## src/rtl/uart_tx_arbiter.sv

```systemverilog
// Round-robin arbiter sharing the single uart_top transmit path among NUM_REQ requesters.
// Define UART_ARB_FIXED_PRIO_EN for fixed priority (lowest index wins) instead of round-robin.
module uart_tx_arbiter #(
  parameter int unsigned NUM_REQ      = 4,
  parameter int unsigned BUSY_TIMEOUT = 8,
  localparam int unsigned ID_W        = (NUM_REQ > 1) ? $clog2(NUM_REQ) : 1
) (
  input  logic                 clk_i,
  input  logic                 reset_i,
  input  logic [NUM_REQ-1:0]   req_i,
  input  logic [NUM_REQ*8-1:0] req_data_i,
  output logic [NUM_REQ-1:0]   grant_o,
  output logic [7:0]           tx_data_o,
  output logic                 tx_start_o,
  input  logic                 tx_busy_i,
  output logic [ID_W-1:0]      active_id_o,
  output logic                 arb_busy_o,
  output logic                 timeout_err_o
);

  localparam int unsigned CNT_W = 8;

  typedef enum logic [1:0] {
    IDLE      = 2'd0,
    WAIT_BUSY = 2'd1,
    WAIT_DONE = 2'd2
  } state_e;

  state_e               state_q, state_d;
  logic [CNT_W-1:0]     cnt_q, cnt_d;
  logic [ID_W-1:0]      rr_ptr_q;
  logic [NUM_REQ-1:0]   grant_q, grant_d;
  logic [7:0]           tx_data_q, tx_data_d;
  logic                 tx_start_q, tx_start_d;
  logic [ID_W-1:0]      active_id_q, active_id_d;
  logic                 arb_busy_q;
  logic                 timeout_q, timeout_d;

  logic                 hi_vld;
  logic [ID_W-1:0]      hi_id;
  logic [ID_W-1:0]      lo_id;
  logic [ID_W-1:0]      win_id;
  logic [7:0]           win_byte;

  // Scan downwards so the last hit is the lowest index: overall and at/above rr_ptr.
  always_comb begin
    hi_vld = 1'b0;
    hi_id  = '0;
    lo_id  = '0;
    for (int i = int'(NUM_REQ) - 1; i >= 0; i--) begin
      if (req_i[i]) begin
        lo_id = ID_W'(i);
        if (ID_W'(i) >= rr_ptr_q) begin
          hi_vld = 1'b1;
          hi_id  = ID_W'(i);
        end
      end
    end
  end

  assign win_id = hi_vld ? hi_id : lo_id;

  always_comb begin
    win_byte = '0;
    for (int unsigned i = 0; i < NUM_REQ; i++) begin
      if (ID_W'(i) == win_id) win_byte = req_data_i[8*i +: 8];
    end
  end

`ifdef UART_ARB_FIXED_PRIO_EN
  // With the pointer pinned at 0 the search degenerates to lowest-index-wins.
  assign rr_ptr_q = '0;
`else
  logic [ID_W-1:0] rr_next;

  assign rr_next = (win_id == ID_W'(NUM_REQ - 1)) ? '0 : win_id + ID_W'(1);

  always_ff @(posedge clk_i) begin
    if (reset_i) begin
      rr_ptr_q <= '0;
    end else if (|grant_d) begin
      rr_ptr_q <= rr_next;
    end
  end
`endif

  // Next-state and registered-output logic.
  always_comb begin
    state_d     = state_q;
    cnt_d       = cnt_q;
    grant_d     = '0;
    tx_start_d  = 1'b0;
    timeout_d   = 1'b0;
    tx_data_d   = tx_data_q;
    active_id_d = active_id_q;
    unique case (state_q)
      IDLE: begin
        if (|req_i && !tx_busy_i) begin
          state_d     = WAIT_BUSY;
          cnt_d       = '0;
          grant_d     = NUM_REQ'(1) << win_id;
          tx_start_d  = 1'b1;
          tx_data_d   = win_byte;
          active_id_d = win_id;
        end
      end
      WAIT_BUSY: begin
        if (tx_busy_i) begin
          state_d = WAIT_DONE;
        end else if (cnt_q == CNT_W'(BUSY_TIMEOUT - 1)) begin
          timeout_d = 1'b1;
          state_d   = IDLE;
        end else begin
          cnt_d = cnt_q + CNT_W'(1);
        end
      end
      WAIT_DONE: begin
        if (!tx_busy_i) state_d = IDLE;
      end
      default: state_d = IDLE;
    endcase
  end

  always_ff @(posedge clk_i) begin
    if (reset_i) begin
      state_q     <= IDLE;
      cnt_q       <= '0;
      grant_q     <= '0;
      tx_start_q  <= 1'b0;
      tx_data_q   <= '0;
      active_id_q <= '0;
      arb_busy_q  <= 1'b0;
      timeout_q   <= 1'b0;
    end else begin
      state_q     <= state_d;
      cnt_q       <= cnt_d;
      grant_q     <= grant_d;
      tx_start_q  <= tx_start_d;
      tx_data_q   <= tx_data_d;
      active_id_q <= active_id_d;
      arb_busy_q  <= (state_d != IDLE);
      timeout_q   <= timeout_d;
    end
  end

  assign grant_o       = grant_q;
  assign tx_data_o     = tx_data_q;
  assign tx_start_o    = tx_start_q;
  assign active_id_o   = active_id_q;
  assign arb_busy_o    = arb_busy_q;
  assign timeout_err_o = timeout_q;

endmodule
```

## config.mk

```make
export PLATFORM = sky130hd
export DESIGN_NAME = uart_tx_arbiter
export DESIGN_NICKNAME = d
export VERILOG_FILES = /design/src/rtl/uart_tx_arbiter.sv
export SDC_FILE = /design/constraint.sdc
export NUM_CORES = 1
export LEC_CHECK = 0
export CAP_MARGIN = 30
export CORE_MARGIN = 1.5
export CORE_UTILIZATION = 39
export CTS_CLUSTER_SIZE = 20
export DETAILED_ROUTE_END_ITERATION = 10
export GPL_TIMING_DRIVEN = 0
export PLACE_DENSITY_LB_ADDON = 0.25
export RECOVER_POWER = 50
export SYNTH_ARGS = -nofsm -noshare
export SYNTH_HDL_FRONTEND = slang
export SYNTH_SLANG_ARGS = --single-unit
```

## constraint.sdc

```tcl
create_clock -name clk_i -period 3.68 [get_ports clk_i]
set_clock_uncertainty 0.05 [all_clocks]
set_input_delay 1.104 -clock clk_i [delete_from_list [all_inputs] [get_ports clk_i]]
set_output_delay 1.104 -clock clk_i [all_outputs]
set_load 0.02 [all_outputs]
```

### After elaboration in Yosys (flattened, before gate mapping)

Index checks and enable logic that the tools add are counted.

| cells by class | value |
|---|---|
| $add $sub $neg | 2 |
| magnitude comparators | 4 |
| equal/unequal tests | 10 |
| shift operators | 1 |
| mux-type cells | 39 |
| bitwise gates (word level) | 2 |
| reduce and logical (&&, ||, !) cells | 12 |

Operator list:

| operator | count |
|---|---|
| 8-bit 2-to-1 mux | 7 |
| 2-bit 2-to-1 mux | 18 |
| 8-bit one-hot mux with 2 select lines | 1 |
| 1-bit 2-to-1 mux | 10 |
| 8-bit by 1-bit adder with 8-bit output (second input constant) | 1 |
| 8-bit by 3-bit equality test with 1-bit output (second input constant) | 1 |
| 4-bit 2-to-1 mux | 2 |
| 4-bit OR reduction | 2 |
| 2-bit != test (second input constant) | 3 |
| 2-bit one-hot mux with 3 select lines | 1 |
| 2-bit equality test (first input constant) | 2 |
| 2-bit equality test (second input constant) | 2 |
| 1-bit by 2-bit >= comparator with 1-bit output (first input constant) | 2 |
| 2-bit >= comparator (first input constant) | 2 |
| 2-bit zero test | 2 |
| 4-bit AND reduction | 1 |
| 2-bit nonzero test | 2 |
| 1-bit by 2-bit left shift with 4-bit output (first input constant) | 1 |
| 3-bit OR reduction | 1 |
| 2-bit by 1-bit adder with 2-bit output (second input constant) | 1 |
| 1-bit by 2-bit equality test with 1-bit output (first input constant) | 1 |
| 2-bit by 1-bit equality test with 1-bit output (second input constant) | 1 |
| 1-bit NOT | 2 |
| 2-bit AND reduction | 1 |
| 3 further kinds | 3 |

| storage, ports and cells | value |
|---|---|
| bits in registers | 29 |
| input port bits | 39 |
| output and inout port bits | 17 |

### Longest topological paths before layout

Gate-level depths: netlist of run 1.

| depth | value |
|---|---|
| depth after elaboration | 15 |
| depth in mapped cells | 10 |
| mapped depth without buffers | 9 |

### Worst setup path after synthesis of run 1

Ideal clock, no wire load.

| path | value |
|---|---|
| path type | in2reg |
| from | in req_i[2] |
| to | reg tx_data_q[0] (netlist: tx_data_o[0]) |
| library setup time | 0.071 ns |
| data arrival time | 2.973 ns |
| data required time | 3.559 ns |
| slack | 0.586 ns |
| cell stages on the path | 10 |
| path buffers | 1 |
| cell sequence | nor2b_1 -> a21o_2 -> a211oi_1 -> inv_1 -> ha_1 -> nand2b_1 -> buf_1 -> o22ai_1 -> a211o_1 -> a21oi_2 |

| on the way | value |
|---|---|
| cells in the longest elaborated chain, start to end | 11 |
| elaborated cells on any way between the ends | 25 |
| those cells by class | eq/ne: 3; mux: 18; reduce/logical: 4 |

RTL lines:

| element | line | source |
|---|---|---|
| start, declared | 10 | `input logic [NUM_REQ-1:0] req_i,` |
| 2-bit 2-to-1 mux or 1-bit 2-to-1 mux (tied branches) | 51 | `if (req_i[i]) begin` |
| 2-bit 2-to-1 mux or 1-bit 2-to-1 mux (tied branches) | 53 | `if (ID_W'(i) >= rr_ptr_q) begin` |
| 2-bit 2-to-1 mux or 1-bit 2-to-1 mux (tied branches) | 51 |  |
| 2-bit 2-to-1 mux or 1-bit 2-to-1 mux (tied branches) | 53 |  |
| 2-bit 2-to-1 mux or 1-bit 2-to-1 mux (tied branches) | 51 |  |
| 2-bit 2-to-1 mux (*) | 61 | `assign win_id = hi_vld ? hi_id : lo_id;` |
| via win_id[0] | 42 | `logic [ID_W-1:0] win_id;` |
| 2-bit zero test | 66 | `if (ID_W'(i) == win_id) win_byte = req_data_i[8*i +: 8];` |
| 8-bit 2-to-1 mux (3 in series) | 66 |  |
| 8-bit 2-to-1 mux (*) | 66 |  |
| end signal, assigned | 139 | `tx_data_q <= tx_data_d;` |
| end, declared | 33 | `logic [7:0] tx_data_q, tx_data_d;` |

The timed path passes the listed nets; every way through them passes the cells marked *.
A chain may end at the register's enable or synchronous reset.

### Final worst setup path of run 1

| path | value |
|---|---|
| from | in req_i[2] |
| to | reg tx_data_q[5] (netlist: tx_data_o[5]) |

| on the way | value |
|---|---|
| cells in the longest elaborated chain, start to end | 11 |
| elaborated cells on any way between the ends | 25 |
| those cells by class | eq/ne: 3; mux: 18; reduce/logical: 4 |

RTL lines:

| element | line |
|---|---|
| 2-bit 2-to-1 mux or 1-bit 2-to-1 mux (tied branches) | 51 |
| 2-bit 2-to-1 mux or 1-bit 2-to-1 mux (tied branches) | 53 |
| 2-bit 2-to-1 mux or 1-bit 2-to-1 mux (tied branches) | 51 |
| 2-bit 2-to-1 mux or 1-bit 2-to-1 mux (tied branches) | 53 |
| 2-bit 2-to-1 mux or 1-bit 2-to-1 mux (tied branches) | 51 |
| 2-bit 2-to-1 mux | 61 |
| 2-bit zero test | 66 |
| 8-bit 2-to-1 mux (4 in series) | 66 |

Parallel ways exist; a longest one is shown, timed or not.

==> results of run 1 <==
layout make-up:
type | instances | area, µm² | share of cell area, %
plain buffers | 7 | 40.0 | 1.70
clock buffers | 7 | 86.3 | 3.68
clock inverters | 1 | 30.0 | 1.28
inverters | 6 | 22.5 | 0.959
multi-input cells | 130 | 976 | 41.6
flip-flops and latches | 29 | 581 | 24.7
well taps | 50 | 62.6 | 2.66
repair buffers | 55 | 551 | 23.4
placed cells by master (no fill, tap or decap), drive strengths merged, types with 4 or more instances in the layout:
cell type / count
and3: 7
a22oi: 7
o211ai: 5
o22ai: 8
clkbuf: 10
dfxtp: 29
clkdlybuf4s50: 36
nor2: 12
dlygate4sd3: 19
ha: 5
inv: 5
xor2: 5
a21oi: 15
buf: 4
nor2b: 4
or4: 4
o21ai: 4
a211o: 7
nand2: 18
metal layers:
metal	wire [µm]	global-route usage, %	vias to the layer above
met5	0	0	-
li1	-	-	766
met2	1980	33.3	44
met4	51	6.75	0
met3	259	5.50	4
met1	1900	23.3	713
state kept, by name (all words and copies together) (netlist names):
name,cells
tx_data_o,8
state_q,2
grant_o,4
arb_busy_o,1
timeout_err_o,1
cnt_q,8
rr_ptr_q,2
active_id_o,2
tx_start_o,1
worst max-delay path: stages:
cell	delay [ns]
clkdlybuf4s50_1	0.49
nor2b_1	0.18
or2_2	0.28
o22ai_1	0.24
ha_1	0.26
nor2b_1	0.15
buf_1	0.33
a22oi_1	0.14
a211o_1	0.33
a21oi_2	0.11
per-stage QoR:
step	power (W)	TNS, ns
2_1_floorplan	0.000524	0
3_3_place_gp	0.000636	-3.14
3_5_place_dp	0.000640	-3.71
4_1_cts	0.000982	0
5_1_grt	0.00102	0
6_report	0.000968	0
power by group through the flow:
stage          registers, W  logic (W)  clock network [W]
2_1_floorplan      0.000377   0.000148                  0
3_3_place_gp       0.000357   0.000279                  0
3_5_place_dp       0.000357   0.000282                  0
4_1_cts            0.000351   0.000285           0.000346
5_1_grt            0.000353   0.000301           0.000366
6_report           0.000351   0.000277           0.000341
how the worst max path moves through the flow:
stage / start / to / slack (ns) / depth (start not counted)
5_1_grt: req_i[2] / tx_data_o[5] / 0.04 / 10
3_3_place_gp: req_i[3] / tx_data_o[7] / -0.39 / 11
2_1_floorplan: req_i[2] / tx_data_o[0] / 0.59 / 10
6_report: req_i[2] / tx_data_o[5] / 0.23 / 10
3_5_place_dp: req_i[3] / tx_data_o[7] / -0.43 / 11
4_1_cts: req_i[3] / tx_data_o[7] / 0.08 / 11
logic make-up (layout without fill, tap and decap cells):
group,count (synthesis),in the layout
AO/OA/AOI/OAI,56,56
multiplexers,1,1
buffers and inverters,14,76
AND/OR/NAND/NOR,63,63
XOR/XNOR,5,5
flip-flops,29,29
adder cells (fa/ha/maj),5,5
repair_timing:
item                                    CTS  global route
cloned                                    0             0
endpoints found under the setup margin    8             8
resized for setup                         1             2
==> results.toml, run 1 <==
[sta]
rsz0062_at_grt = "false"
max_slew.worst_pin.slew_ns = 0.702
setup_violations = 0
fin_ws_ns = 0.229
fin_crit_ns = 3.45
final.period_utilization_pct = 93.8
fmax_mhz = 290
finalMaxSlewViolations = 0
hold_ws_ns = 0.406
hold_violations = 0
relSlewSlack_pct = 53.2

[clock_network]
cts_max_level = 2
clk_latency_ns = 0.28
cts_buffer_depth = 2
post-cts-setup-buffers = 0
root_buffer = "clkbuf_8"
numCtsBuffers = 5
clk_pin_slew_ns = 0.06
clock_sink_count = 29
postCtsHoldBufs = 0
cts_tree = "yes"

[grt]
antenna_found_initial = 0
grt_pass1_vias = 1458
grt_pass1_wl_um = 6700
grt_max_degree = 11
overflow = 0
grt_usage_pct = 19.5

[synth]
synth_top_area_cell = "dfxtp_1"
syn_area_um2 = 1640
netlist_top_cells_count = "dfxtp_1 (29), nor2_1 (12), a21oi_2 (10), nand2_2 (9)"
synth_compound_area_share_pct = 27.8
synth_area_per_cell_um2 = 9.46
synth_xor_area_share_pct = 2.68
synth-seq-area-share_pct = 35.5
yosysWarnings = 0
syn_inst = 173
synthArstFlopShare_pct = 0
ys_seq_elements = 29
ys_types = 48
syn_nets = 217
synth.most_common_cell = "dfxtp_1"
synth_top_family_by_area = "compound AO/OA/AOI/OAI gates"
synthSimpleGateAreaFrac_pct = 25.2
synth_fa_ha_area_share_pct = 3.82
synth_top_cell_area_share_pct = 35.5
synth-main-ff-cell = "dfxtp_1"
synth_mux_area_share_pct = 0.612
netlist_top_cells_area = "dfxtp_1 (35%), a21oi_2 (5.4%), ha_1 (3.8%), a211o_1 (3.7%), nand2_2 (3.4%)"
synth_edf_count = 0

[floorplan]
design.die.area_um2 = 4590
rows = 23
ios = 56
start_util_pct = 40.6
dieHeight_um = 67.8
core_um2 = 4030
die_w_um = 67.8

[pwr]
vdd_ir_drop_max_mv = 0.225
seq_power_share_pct = 36.2
p_leak_nw = 0.909
internal_power_w = 0.000685
switching_share_pct = 29.2
pwr-share-clk_pct = 35.2
powerDensity_nw_per_um2 = 412
p_comb_share_pct = 28.6
p_sw_w = 0.000283

[routing]
ant_nets = 0
via_count = 1527
totalWireLength_um = 4190
vias_per_cell = 5.36
drt_iter0_markers = 41
drtPass1Iterations = 4
wl_per_cell_um = 14.7
drc_errors = 0

[status]
outcome = "finished, final reports clean"

[critical_path]
cp-end-kind = "register"
reg2reg_depth = 9
crit_type = "input pin to register"
r2r-start = "rr_ptr_q[0]"
path_max_fanout = 7
worst_r2r_endpoint = "tx_data_o[5]"
reg2reg_slack_ns = 1.31
cp-start-kind = "input pin"
required_ns = 3.84
worstPathArrival_ns = 3.61

[layout]
fillers = 386
area_delta_synth_final_pct = 43.5
antenna_cells = 0
final_util_pct = 58.3
layout-drive-gt1-share_pct = 18.7
post-route-cell-area_um2 = 2350
nNetsFinal = 278
final_cells = 285

[hold_path]
min_to = "tx_data_o[2]"
whs_path_depth = 2
hold_class = "register to register"
hp-start = "tx_data_o[2]"

[placement]
place_congestion = 0.768
dpl_cell_area_um2 = 2250
dpl.cell_count = 278
dp_hpwl_um = 3090
dp_slack_ns = -0.433
numPortBuffers = 55

[flow_run]
maxCapViolCount = 0
Power figures use the tool's default switching activity.
==> inputs of run 2 (changes only) <==
CTS_CLUSTER_SIZE = 14   (was 20)
==> results of run 2 <==
Final layout, timing and power as in run 1 (identical DEF).
